## src/rtl/mul_div_engine_if.sv

```systemverilog
`default_nettype none
// ============================================================================
// Module   : mul_div_engine_if
// Brief    : Start/Busy/Done request and result bundle for mul_div_engine.
//            The master issues operations; the slave is the engine itself.
// Revision : 1.0 - initial release
// ============================================================================
interface mul_div_engine_if #(
  parameter int WIDTH = 32
);
  logic             Start;
  logic [1:0]       Op;
  logic [WIDTH-1:0] OperandA;
  logic [WIDTH-1:0] OperandB;
  logic             Flush;
  logic             Busy;
  logic             Done;
  logic             DivByZero;
  logic [WIDTH-1:0] ResultHi;
  logic [WIDTH-1:0] ResultLo;

  modport master (
    output Start, Op, OperandA, OperandB, Flush,
    input  Busy, Done, DivByZero, ResultHi, ResultLo
  );

  modport slave (
    input  Start, Op, OperandA, OperandB, Flush,
    output Busy, Done, DivByZero, ResultHi, ResultLo
  );
endinterface
`default_nettype wire

```

## src/rtl/mul_div_engine.sv

```systemverilog
`default_nettype none
// ============================================================================
// Module   : mul_div_engine
// Brief    : Iterative one-bit-per-cycle MULT/MULTU/DIV/DIVU engine producing
//            the 64-bit {hi,lo} result for the HI/LO register path.
//            Ops: 00 MULT, 01 MULTU, 10 DIV, 11 DIVU.
// Revision : 1.0 - initial release
// ============================================================================
module mul_div_engine #(
  parameter int WIDTH = 32
) (
  input  wire logic         Clk,
  input  wire logic         Reset_n,
  mul_div_engine_if.slave   bus
);

  localparam int CW = (WIDTH > 1) ? $clog2(WIDTH) : 1;
  localparam logic [CW-1:0] LAST_ITER = CW'(WIDTH - 1);

  typedef enum logic [1:0] {
    S_IDLE  = 2'd0,
    S_RUN   = 2'd1,
    S_FIXUP = 2'd2,
    S_DONE  = 2'd3
  } state_t;

  state_t             state;
  logic [CW-1:0]      count;
  logic               is_div;     // latched Op[1]
  logic [2*WIDTH-1:0] acc;        // {remainder/product-hi, quotient/product-lo}
  logic [WIDTH-1:0]   divisor;    // magnitude of OperandB (multiplicand or divisor)
  logic [WIDTH-1:0]   raw_a;      // OperandA bits as sampled, for divide-by-zero Hi
  logic               neg_main;   // product sign, or quotient sign for divides
  logic               neg_rem;    // remainder sign (dividend sign)
  logic               dz_pending; // divide with a zero divisor

  logic               busy;
  logic               done;
  logic               div_by_zero;
  logic [WIDTH-1:0]   result_hi;
  logic [WIDTH-1:0]   result_lo;

  // Operand conditioning at issue: signed ops work on magnitudes.
  logic               signed_op;
  logic               a_neg;
  logic               b_neg;
  logic [WIDTH-1:0]   mag_a;
  logic [WIDTH-1:0]   mag_b;

  // Iteration datapath and sign fix-up.
  logic [WIDTH:0]     mul_sum;
  logic [WIDTH:0]     rem_shift;
  logic [WIDTH:0]     trial;
  logic [2*WIDTH-1:0] acc_step;
  logic [2*WIDTH-1:0] product_fix;
  logic [WIDTH-1:0]   quot_fix;
  logic [WIDTH-1:0]   rem_fix;

  // Absolute values and result signs of the operands presented at issue.
  always_comb begin
    signed_op = ~bus.Op[0];
    a_neg     = signed_op & bus.OperandA[WIDTH-1];
    b_neg     = signed_op & bus.OperandB[WIDTH-1];
    mag_a     = a_neg ? ({WIDTH{1'b0}} - bus.OperandA) : bus.OperandA;
    mag_b     = b_neg ? ({WIDTH{1'b0}} - bus.OperandB) : bus.OperandB;
  end

  // One iteration: shift-add for multiply, restoring step for divide.
  always_comb begin
    mul_sum   = {1'b0, acc[2*WIDTH-1:WIDTH]} + (acc[0] ? {1'b0, divisor} : {(WIDTH+1){1'b0}});
    rem_shift = acc[2*WIDTH-1:WIDTH-1];
    trial     = rem_shift - {1'b0, divisor};
    acc_step  = {mul_sum, acc[WIDTH-1:1]};
    if (is_div) begin
      // A set MSB on the trial difference means the divisor did not fit.
      if (trial[WIDTH]) begin
        acc_step = {rem_shift[WIDTH-1:0], acc[WIDTH-2:0], 1'b0};
      end else begin
        acc_step = {trial[WIDTH-1:0], acc[WIDTH-2:0], 1'b1};
      end
    end
  end

  // Restore signs on the unsigned magnitude results.
  always_comb begin
    product_fix = neg_main ? ({(2*WIDTH){1'b0}} - acc) : acc;
    quot_fix    = neg_main ? ({WIDTH{1'b0}} - acc[WIDTH-1:0]) : acc[WIDTH-1:0];
    rem_fix     = neg_rem  ? ({WIDTH{1'b0}} - acc[2*WIDTH-1:WIDTH]) : acc[2*WIDTH-1:WIDTH];
  end

  // Control FSM with registered handshake and result outputs.
  always_ff @(posedge Clk or negedge Reset_n) begin
    if (!Reset_n) begin
      state       <= S_IDLE;
      count       <= '0;
      is_div      <= 1'b0;
      acc         <= '0;
      divisor     <= '0;
      raw_a       <= '0;
      neg_main    <= 1'b0;
      neg_rem     <= 1'b0;
      dz_pending  <= 1'b0;
      busy        <= 1'b0;
      done        <= 1'b0;
      div_by_zero <= 1'b0;
      result_hi   <= '0;
      result_lo   <= '0;
    end else begin
      case (state)
        S_IDLE, S_DONE: begin
          // DONE lasts one cycle; a new request here issues without a bubble.
          done <= 1'b0;
          if (bus.Start && !bus.Flush) begin
            is_div     <= bus.Op[1];
            acc        <= {{WIDTH{1'b0}}, mag_a};
            divisor    <= mag_b;
            raw_a      <= bus.OperandA;
            neg_main   <= a_neg ^ b_neg;
            neg_rem    <= a_neg;
            dz_pending <= bus.Op[1] && (bus.OperandB == '0);
            count      <= '0;
            busy       <= 1'b1;
            state      <= S_RUN;
          end else begin
            state <= S_IDLE;
          end
        end
        S_RUN: begin
          if (bus.Flush) begin
            busy  <= 1'b0;
            state <= S_IDLE;
          end else begin
            acc   <= acc_step;
            count <= count + CW'(1);
            if (count == LAST_ITER) begin
              state <= S_FIXUP;
            end
          end
        end
        S_FIXUP: begin
          busy <= 1'b0;
          if (bus.Flush) begin
            state <= S_IDLE;
          end else begin
            if (!is_div) begin
              result_hi <= product_fix[2*WIDTH-1:WIDTH];
              result_lo <= product_fix[WIDTH-1:0];
            end else if (dz_pending) begin
              result_hi <= raw_a;
              result_lo <= {WIDTH{1'b1}};
            end else begin
              result_hi <= rem_fix;
              result_lo <= quot_fix;
            end
            div_by_zero <= dz_pending;
            done        <= 1'b1;
            state       <= S_DONE;
          end
        end
        default: begin
          busy  <= 1'b0;
          done  <= 1'b0;
          state <= S_IDLE;
        end
      endcase
    end
  end

  assign bus.Busy      = busy;
  assign bus.Done      = done;
  assign bus.DivByZero = div_by_zero;
  assign bus.ResultHi  = result_hi;
  assign bus.ResultLo  = result_lo;

endmodule
`default_nettype wire

```

## src/flat_wrapper.sv

```systemverilog
// flat-port wrapper written by rule: the top's interface ports become plain ports
module mul_div_engine_flat 
#(
  parameter int WIDTH = 32
)
  (Clk, Reset_n, bus_Start, bus_Op, bus_OperandA, bus_OperandB, bus_Flush, bus_Busy, bus_Done, bus_DivByZero, bus_ResultHi, bus_ResultLo);
  mul_div_engine_if #(.WIDTH(WIDTH)) bus_i ();
  input  wire logic Clk;
  input  wire logic Reset_n;
  input wire logic [$bits(bus_i.Start)-1:0] bus_Start;
  input wire logic [$bits(bus_i.Op)-1:0] bus_Op;
  input wire logic [$bits(bus_i.OperandA)-1:0] bus_OperandA;
  input wire logic [$bits(bus_i.OperandB)-1:0] bus_OperandB;
  input wire logic [$bits(bus_i.Flush)-1:0] bus_Flush;
  output wire logic [$bits(bus_i.Busy)-1:0] bus_Busy;
  output wire logic [$bits(bus_i.Done)-1:0] bus_Done;
  output wire logic [$bits(bus_i.DivByZero)-1:0] bus_DivByZero;
  output wire logic [$bits(bus_i.ResultHi)-1:0] bus_ResultHi;
  output wire logic [$bits(bus_i.ResultLo)-1:0] bus_ResultLo;
  assign bus_i.Start = bus_Start;
  assign bus_i.Op = bus_Op;
  assign bus_i.OperandA = bus_OperandA;
  assign bus_i.OperandB = bus_OperandB;
  assign bus_i.Flush = bus_Flush;
  assign bus_Busy = bus_i.Busy;
  assign bus_Done = bus_i.Done;
  assign bus_DivByZero = bus_i.DivByZero;
  assign bus_ResultHi = bus_i.ResultHi;
  assign bus_ResultLo = bus_i.ResultLo;
  mul_div_engine #(.WIDTH(WIDTH)) u_core (.Clk(Clk), .Reset_n(Reset_n), .bus(bus_i));
endmodule
```

## config.mk

```make
export PLATFORM = sky130hd
export DESIGN_NAME = mul_div_engine_flat
export DESIGN_NICKNAME = d
export VERILOG_FILES = /design/src/rtl/mul_div_engine_if.sv /design/src/rtl/mul_div_engine.sv /design/src/flat_wrapper.sv
export SDC_FILE = /design/constraint.sdc
export NUM_CORES = 1
export LEC_CHECK = 0
export CAP_MARGIN = 20
export CORE_UTILIZATION = 60
export DETAILED_ROUTE_END_ITERATION = 8
export PLACE_DENSITY = 0.82
export SLEW_MARGIN = 0
export SYNTH_ARGS = -nofsm -noshare
export SYNTH_HDL_FRONTEND = slang
export SYNTH_SLANG_ARGS = --single-unit
```

## constraint.sdc

```tcl
create_clock -name Clk -period 4.2 [get_ports Clk]
set_input_delay 1.26 -clock Clk [delete_from_list [all_inputs] [get_ports Clk]]
set_output_delay 1.26 -clock Clk [all_outputs]
set_load 0.01 [all_outputs]
```

==> metrics <==
hold path start=u_core.divisor[23]; # rows=60; cells along the critical path=clkinv_1 > buf_4 > buf_4 > nor2_1 > ha_1 > or3_1 > o31a_1 > o41ai_1 > buf_4 > o21ai_0 > o41ai_1 > xor2_1 > o221ai_1; ANT cells=0; synthesized-area fraction occupied by adder cells=5.76%; Syn Area/Cell=8.10 sq um; fin crit share=between 90% and 100%; Area Overhead vs Synth=16.8%; Tot GR Track Use=35.0%; CTS buffer count=23; EDFF count, synth=0; critical path peak fanout=21; Max-slew headroom=21.5%; Worst Path Buf+Inv=4; Cell Area, Synth=~16000 sq um; Detailed Route Iter0 Violations=1650; outcome=finished, final reports clean; Via density=6.28; Finished Layout Cells=about 2500; P_leak=0.00827 uW; Die ar.=between 20000 and 30000 sq um; Post-CTS Hold Fix Bufs=0; CP endpoint kind=flop; CP required=4.60 ns; Clk Latency, worst-skew pair=0.54 ns; largest net degree at the start of global routing=83; Startpoint Class=flop; first-pass GRT wire length=78000 um; gpl congestion=around 1.0; Total Routed Length=49100 um; share of layout cells above drive strength 1=under 10%; worst hold slack=between 0.4 and 0.5 ns; Antenna Nets Post-Route=0; max-cap violation count=0; Placeable Area=26800 sq um; Synth Flop Type=dfrtp_1; Worst Path Class, Setup=flop to flop; total gr overflow=0; Peak Freq=262 MHz; Remaining DRCs=0; worst hold path depth=2; most used cell along the critical path=buf_4; peak supply drop=0.300 mV; setup TNS=0 ns; via count=15600; Post-Place Cells=around 2400; Routed WL per cell=19.8 um; Gate Count Post-Synth=2019; main combinational cell family by area after synthesis=compound AO/OA/AOI/OAI gates; Die H=about 170 um; Yosys warning count=0; CTS HTree Levels=1; Hold EP=u_core.divisor[23]; FF-to-FF setup slack=approximately 0.38 ns; Synth cell types=84; vias in the first global route=between 10000 and 15000; fin nets=2267; clock tree buffer depth=3; initial antenna violation count=0; reg-to-reg endpoint=u_core.acc[56]; Top delay family on crit path=compound AO/OA/AOI/OAI gates; CTS clk-pin slew, worst paths=0.06 ns; Synth Area in XOR/XNOR=about a tenth; register area share after synthesis=around a third; # clock sinks=206; CTS root buffer=clkbuf_16; Setup Buffers After CTS=0; power density cells=between 400 and 500 nW/um^2; worst r2r path cells=13; Final setup viols=0; mux share of post-synthesis cell area=approximately 6.7%; Tmin final=3.82 ns; critical path depth in cells=13; simple-gate share of the synthesized area=18.2%; I/O pin count=137; Crit path arrival time=4.22 ns; CTS tree=built; Yosys reg bits=206; number of port buffers=approximately 140; fin. max-slew vios=0; post-DP HPWL=36900 um; Initial Util=61.0%; worst flop-to-flop path startpoint=u_core.acc[0]; drt first pass iters=5; worst min-delay path category=flop to flop; Resized cells post-CTS=0; Final Total Pwr=8880 uW; final hold viol count=0; post-synthesis compound-gate area fraction=22.4%; Slowest Stage Delay on Critical Path=0.42 ns; Worst Max-Slew Pin Slew=1.18 ns; clk_skew=0.0126 ns; RSZ-0062 raised after global routing=no; Die X-Extent=167 um; share of synthesized flip-flops with an asynchronous set or reset=100%; slowest stage cell, crit path=dfrtp_1; Post-Syn Nets=2163
## state kept, by name, indices dropped and copies added, names as in the netlist, 2 cells and up
register	flops
u_core.raw_a	32
u_core.state	2
u_core.divisor	32
u_core.count	5
u_core.bus.ResultHi	32
u_core.bus.ResultLo	32
u_core.acc	64
## power by group
part	internal [uW]	switching (uW)	total (uW)
Combinational	1640	2280	3920
Clock	1330	900	2230
Sequential	2290	434	2730
## routing by layer
metal	share of wire [%]	up-vias	global-route usage (%)
li1	-	7351	-
met1	42	7392	47.0
met2	46	709	57.5
met3	7.6	141	4.28
met4	4.4	0	13.6
met5	0	-	0
## cells by family after synthesis
kind of cell               Yosys count
and+or+nand+nor                    628
AOI/OAI and AO/OA                  597
buffers and inverters              215
DFF                                206
xor gates and xnor gates           195
muxes                              104
adders and majority gates           74
## per-stage QoR
stage	utilization, %	cell area, sq um	setup WS, ns
final	71.3	19100	0.380
after global routing	71.3	19100	0.192
after detailed placement	68.1	18200	0.0850
after floorplan	-	16300	0.638
after CTS	71.1	19100	0.457
after global placement	68.1	18200	0.0583
## Yosys cell counts (all sizes together) (5+ instances only)
master,instances,area [sq um]
nand2,253,952
o21ai,244,1220
dfrtp,206,5150
nor2,165,619
a21oi,138,691
xnor2,119,1040
clkbuf,109,409
inv,80,300
xor2,76,666
ha,72,901
mux2i,69,694
nand3,40,200
mux2,35,394
o31ai,34,269
a21o,32,240
nor3,26,140
buf,25,113
o211ai,23,173
nand2b,21,131
o41ai,20,201
or4,18,158
a31oi,16,100
nor2b,16,100
a211oi,15,113
nand4,15,100
and3,14,87.6
nor4,12,90.1
or3,12,80.1
o21bai,11,82.6
a22oi,9,67.6
o221ai,9,78.8
or2,9,56.3
and2,6,37.5
nor3b,6,50.1
o21a,6,45.0
a32o,5,50.1
a32oi,5,43.8
nand3b,5,37.5
## worst max-delay path by stage
stage | start | end | slack (ns)
after floorplan | bus_OperandA[9] | u_core.acc[27] | 0.64
after global placement | bus_OperandA[9] | u_core.acc[28] | 0.06
after detailed placement | bus_OperandA[9] | u_core.acc[28] | 0.09
after CTS | u_core.acc[0] | u_core.acc[56] | 0.46
after global routing | u_core.acc[0] | u_core.acc[59] | 0.19
final | u_core.acc[0] | u_core.acc[56] | 0.38
## layout by cell type (no fill, tap or decap), types with 11 or more instances in the layout
cell,Yosys,layout
a21oi_1,138,137
o21bai_1,11,11
buf_4,0,74
or4_1,12,12
o41ai_1,18,18
nor4_1,11,11
nor2b_1,16,15
o21ai_0,239,239
mux2i_1,68,68
mux2_2,35,35
inv_1,80,80
dfrtp_1,206,204
clkdlybuf4s50_1,0,135
nand3_1,40,40
clkbuf_16,0,23
a31oi_1,16,16
o31ai_1,33,33
nor2_1,165,164
ha_1,72,71
xnor2_1,119,119
a211oi_1,15,15
a21o_1,32,32
nand2b_1,21,20
and3_1,14,14
o211ai_1,23,23
nor3_1,24,24
xor2_1,76,76
nand4_1,14,14
nand2_1,252,252
## area by class of cell
class | count | area, sq um
inverter | 81 | 304
clock buffer | 29 | 638
multi-input combinational | 1598 | 10400
timing repair buffer | 213 | 1990
tap | 341 | 427
clock inverter | 13 | 190
fill | 2107 | 7700
sequential | 206 | 5160
## worst min-delay path, stage by stage (launching register included)
cell     delay (ns)
dfrtp_1        0.34
nand2_1        0.04
o21ai_0        0.06
Note: power is estimated with default switching activity, not from simulation.
